==> config.mk <==
export PLATFORM = sky130hd
export DESIGN_NAME = comp_split_1to4
export DESIGN_NICKNAME = d
export VERILOG_FILES = /design/src/rtl/comp_pkg.sv /design/src/rtl/comp_split_1to4.sv
export SDC_FILE = /design/constraint.sdc
export NUM_CORES = 1
export LEC_CHECK = 0
export ABC_CLOCK_PERIOD_IN_PS = 2400
export CAP_MARGIN = 20
export CORE_MARGIN = 4
export CORE_UTILIZATION = 41
export CTS_CLUSTER_SIZE = 20
export DETAILED_ROUTE_END_ITERATION = 10
export PLACE_DENSITY = 0.83
export SYNTH_ARGS = -nofsm -noshare
export SYNTH_HDL_FRONTEND = slang
export SYNTH_SLANG_ARGS = --single-unit
==> constraint.sdc <==
create_clock -name clk -period 2.4 [get_ports clk]
set_input_delay 0.72 -clock clk [delete_from_list [all_inputs] [get_ports clk]]
set_output_delay 0.72 -clock clk [all_outputs]
set_load 0.005 [all_outputs]
==> src/rtl/comp_pkg.sv <==
// rtl/comp_pkg.sv - shared constants and FSM state type for the 1-to-4 operand splitter
package comp_pkg;

   localparam int WIDTH_DEFAULT = 16;

   typedef enum logic {
      FILL = 1'b0,
      FULL = 1'b1
   } state_e;

endpackage

==> src/rtl/comp_split_1to4.sv <==
// rtl/comp_split_1to4.sv - collects four serial words into one parallel group for a 4-to-1 summer
module comp_split_1to4
   import comp_pkg::*;
#(
   parameter int WIDTH = WIDTH_DEFAULT
) (
   input  logic             clk,
   input  logic             reset,
   input  logic             clear,
   input  logic [WIDTH-1:0] in_val,
   input  logic             in_valid,
   output logic             in_ready,
   output logic [WIDTH-1:0] val1,
   output logic [WIDTH-1:0] val2,
   output logic [WIDTH-1:0] val3,
   output logic [WIDTH-1:0] val4,
   output logic             out_valid,
   input  logic             out_ready,
   output logic [1:0]       count
);

   state_e           state_q, state_d;
   logic [1:0]       count_q, count_d;
   logic [WIDTH-1:0] slot_q [4];
   logic [WIDTH-1:0] slot_d [4];
   logic             out_valid_q, out_valid_d;
   // live_q holds in_ready low through reset and until the first edge after release
   logic             live_q;
   logic             accept;
   logic             release_grp;

   assign in_ready    = live_q & ((state_q == FILL) | out_ready);
   assign accept      = in_valid & in_ready;
   assign release_grp = out_valid_q & out_ready;

   assign val1      = slot_q[0];
   assign val2      = slot_q[1];
   assign val3      = slot_q[2];
   assign val4      = slot_q[3];
   assign out_valid = out_valid_q;
   assign count     = count_q;

   always_comb begin
      state_d     = state_q;
      count_d     = count_q;
      slot_d      = slot_q;
      out_valid_d = out_valid_q;
      case (state_q)
         FILL: begin
            if (clear) begin
               count_d = 2'd0;
            end else if (accept) begin
               slot_d[count_q] = in_val;
               if (count_q == 2'd3) begin
                  count_d     = 2'd0;
                  state_d     = FULL;
                  out_valid_d = 1'b1;
               end else begin
                  count_d = count_q + 2'd1;
               end
            end
         end
         FULL: begin
            // a word arriving with the release starts the next group without a bubble
            if (release_grp) begin
               state_d     = FILL;
               out_valid_d = 1'b0;
               if (accept) begin
                  slot_d[0] = in_val;
                  count_d   = 2'd1;
               end else begin
                  count_d = 2'd0;
               end
            end
         end
         default: begin
            state_d     = FILL;
            count_d     = 2'd0;
            out_valid_d = 1'b0;
         end
      endcase
   end

   always_ff @(posedge clk or posedge reset) begin
      if (reset) begin
         state_q     <= FILL;
         count_q     <= 2'd0;
         out_valid_q <= 1'b0;
         live_q      <= 1'b0;
         for (int i = 0; i < 4; i++) begin
            slot_q[i] <= '0;
         end
      end else begin
         state_q     <= state_d;
         count_q     <= count_d;
         out_valid_q <= out_valid_d;
         live_q      <= 1'b1;
         for (int i = 0; i < 4; i++) begin
            slot_q[i] <= slot_d[i];
         end
      end
   end

endmodule

==> results.md, run 1 <==
* Status: finished, final reports clean
* Filler cell count at 475
* Worst-case reg-to-reg path depth at 4
* Worst Clk Skew at around 0.011 ns
* Max frequency at about 440 MHz
* Latest clock arrival within the worst-skew pair at approximately 0.34 ns
* Drt first pass iters at 3
* Worst hold endpoint: val4[9]$_DFFE_PP0P_
* Switching power share of the total at about 26%
* IR drop worst, VDD at approximately 630 uV
* DRC viols at 0
* DR vias/cell at ~5
* Yosys warns at 0
* Num CTS Buffers at 9
* Worst Setup End Kind: output port
* Leak at 1.889 nW
* Critical Path RT at 1.68 ns
* Hold_sp: val4[9]$_DFFE_PP0P_
* Syn_area_per_cell at approximately 16 um2
* Layout net count at a little under 300
* Area fraction of the dominant cell type after synthesis at 62.87%
* Hold Crit Depth at 1
* RSZ-0062 raised after global routing: no
* Worst R2R Start: state_q$_DFF_PP0_
* Pint at roughly 3.4 mW
* Total number of vias at between 1500 and 2000
* Logic pwr share at 36.6%
* Clk sinks at 69
* Seq/Total Area, Yosys at a little over three fifths
* Max H-tree Level at 3
* TritonCTS clock tree: yes
* Worst EP arrival at around 1.5 ns
* Vias in the first global route at ~1900
* Startpoint Class: input pin
* Switching pwr at between 1 and 1.5 mW
* Core Region at 6422 um2
* Post-DP HPWL at about 4.2 mm
* Clock Pin Slew Worst Setup and Hold Paths at about 0.080 ns
* Post-DR wirelength/cell at roughly 17 um
* Part of the power in registers at about two fifths
* Area of the multi-input gates at ~950 um2
* Hold crit path type: reg2reg
* DR iter-0 viols at 45
* Largest net degree at the start of global routing at 70
* Antenna diode count at 0
* First-pass GRT wire length at roughly 9.6 mm
* Reg-to-Reg End: val1[14]$_DFFE_PP0P_
* Fin cells at approximately 350
* Fin crit period at 2.254 ns
* Sequential Area at approximately 1700 um2
* Port Buf Inserts at 88
* Gp weighted congestion at 0.7432
* Die area at around 8100 um2
* Largest cells by area after synthesis: dfrtp_1 63%, mux2_2 23%, mux2_4 5.5%, ha_1 1.8%, buf_6 0.82%
* Starting Density at a little over two fifths
* Final setup viols at 0
* Post-Syn Area at between 2000 and 3000 um2
* Post-CTS setup buffers at 0
* Deepest clock path buffer count at 2
* WL final at 5.905 mm
* R2R Setup Slk at around 0.73 ns
* Width of the die at 89.85 um
* Die H at ~90 um
* Mapped Nets at 193
* Total Neg Setup Slack at 0 ns
* Largest area contributor in the netlist: dfrtp_1
* Placed insts at 337
* Worst-path maximum fanout at 2
* GR Util All Layers at between 10% and 20%
* Cells after synthesis at around 170
* Yosys cell types at 20
* GR Overflow Total at 0
* Hold bufs inserted after CTS at 0
* Kind of critical path: in2out
* Site Rows at 29
* Period utilization at a little over nine tenths
* Top Ports at slightly below 90
* Endpoints failing hold at 0
* Area grow syn2layout at 47.88%
* Final slew viol count at 0
* Initial antenna violation count at 0
* PD cells at 1144 nW/um2
* Routed Antenna Nets at 0
* Clock power share at 22.6%
* Share of layout cells above drive strength 1 at a little over a third
* Maxcap violations at 0
* CTS root buf: clkbuf_8
* Yosys reg bits at 69
-- worst max-delay path, stage by stage --
cell             delay, ns
clkdlybuf4s50_1       0.47
inv_1                 0.04
a21boi_0              0.16
clkbuf_2              0.14
-- final cells by class --
class | instances | area share, %
multi-input cells | 89 | 23.32
flip-flops and latches | 69 | 42.51
repair buffers | 98 | 25.88
inverters | 4 | 0.4621
well taps | 77 | 2.372
clock buffers | 9 | 3.050
clock inverters | 7 | 2.403
-- synth_stat cells --
cell      count
buf_12        1
or4_1         1
ha_1          4
and4bb_1      1
mux2_2       55
conb_1        1
a21o_1        1
dfrtp_1      69
nand2_1       5
nand2_2       3
buf_6         2
o21ai_0       2
a21oi_1       1
mux2_4       10
buf_2         3
inv_1         4
nand3_1       1
nor2_1        1
a21boi_0      2
o2bb2a_4      1
-- power by group through the flow --
stage | clock network (mW) | registers [mW] | logic [mW]
detailed placement | 0 | 1.92 | 1.73
global placement | 0 | 1.90 | 1.69
floorplan | 0 | 1.92 | 0.589
finish | 1.05 | 1.89 | 1.70
global route | 1.12 | 1.95 | 1.83
CTS | 1.07 | 1.90 | 1.74
-- per-stage QoR --
stage	area [um2]	util (%)	worst slack, ns	power (mW)	hold slack, ns
floorplan	2750	-	0.4752	2.506	0.5023
global placement	3845	59.87	-0.2225	3.585	0.4861
detailed placement	3845	59.87	-0.2479	3.651	0.4925
CTS	4065	63.30	0.01752	4.706	0.5086
global route	4061	63.24	0.06131	4.903	0.5178
finish	4061	63.24	0.1463	4.645	0.5043
-- timing repair --
item                       in CTS  in global routing
gates resized for setup         1                  2
gates cloned                    0                  0
setup endpoints to repair       1                  1
-- state kept, by name, summed over array words and instances, names as in the netlist --
register   count
val1          16
val2          16
live_q         1
count          2
val4          16
val3          16
state_q        1
out_valid      1
-- layout by cell type, fill, tap and decap left out, drive strengths merged --
cell type / count
or4: 1
a21boi: 2
nand3: 1
clkbuf: 10
dfrtp: 69
conb: 1
nor2: 1
a21o: 1
ha: 4
and4bb: 1
a21oi: 1
buf: 10
bufinv: 2
nand2: 8
mux2: 65
o21ai: 2
clkdlybuf4s50: 87
o2bb2a: 1
clkinvlp: 3
inv: 5
clkinv: 1
-- how the worst max path moves through the flow --
stage,from,end,depth (start not counted)
floorplan,clear,val1[0]$_DFFE_PP0P_,6
global placement,out_ready,in_ready,4
detailed placement,out_ready,in_ready,4
CTS,out_ready,in_ready,4
global route,out_ready,in_ready,4
finish,out_ready,in_ready,4
-- logic make-up after synthesis --
kind of cell	count (synthesis)	synth area share, %
fa+ha+maj	4	1.822
simple gates	12	2.414
flops	69	62.87
compound gates	7	2.095
other cells	1	0.1365
buf+inv	10	2.642
mux	65	28.02
-- per-layer routing --
layer | routed length, um | part of all wire (%) | GRT usage [%]
met1 | 2503 | 42 | 17.88
met5 | 0 | 0 | 0
met3 | 397 | 6.7 | 5.092
met2 | 2913 | 49 | 25.19
met4 | 91 | 1.5 | 5.747
Power figures use the tool's default switching activity.
==> inputs of run 2 (changes only) <==
CTS_CLUSTER_SIZE = unset   (was 20)
==> results of run 2 <==
Final layout, timing and power as in run 1 (identical DEF).
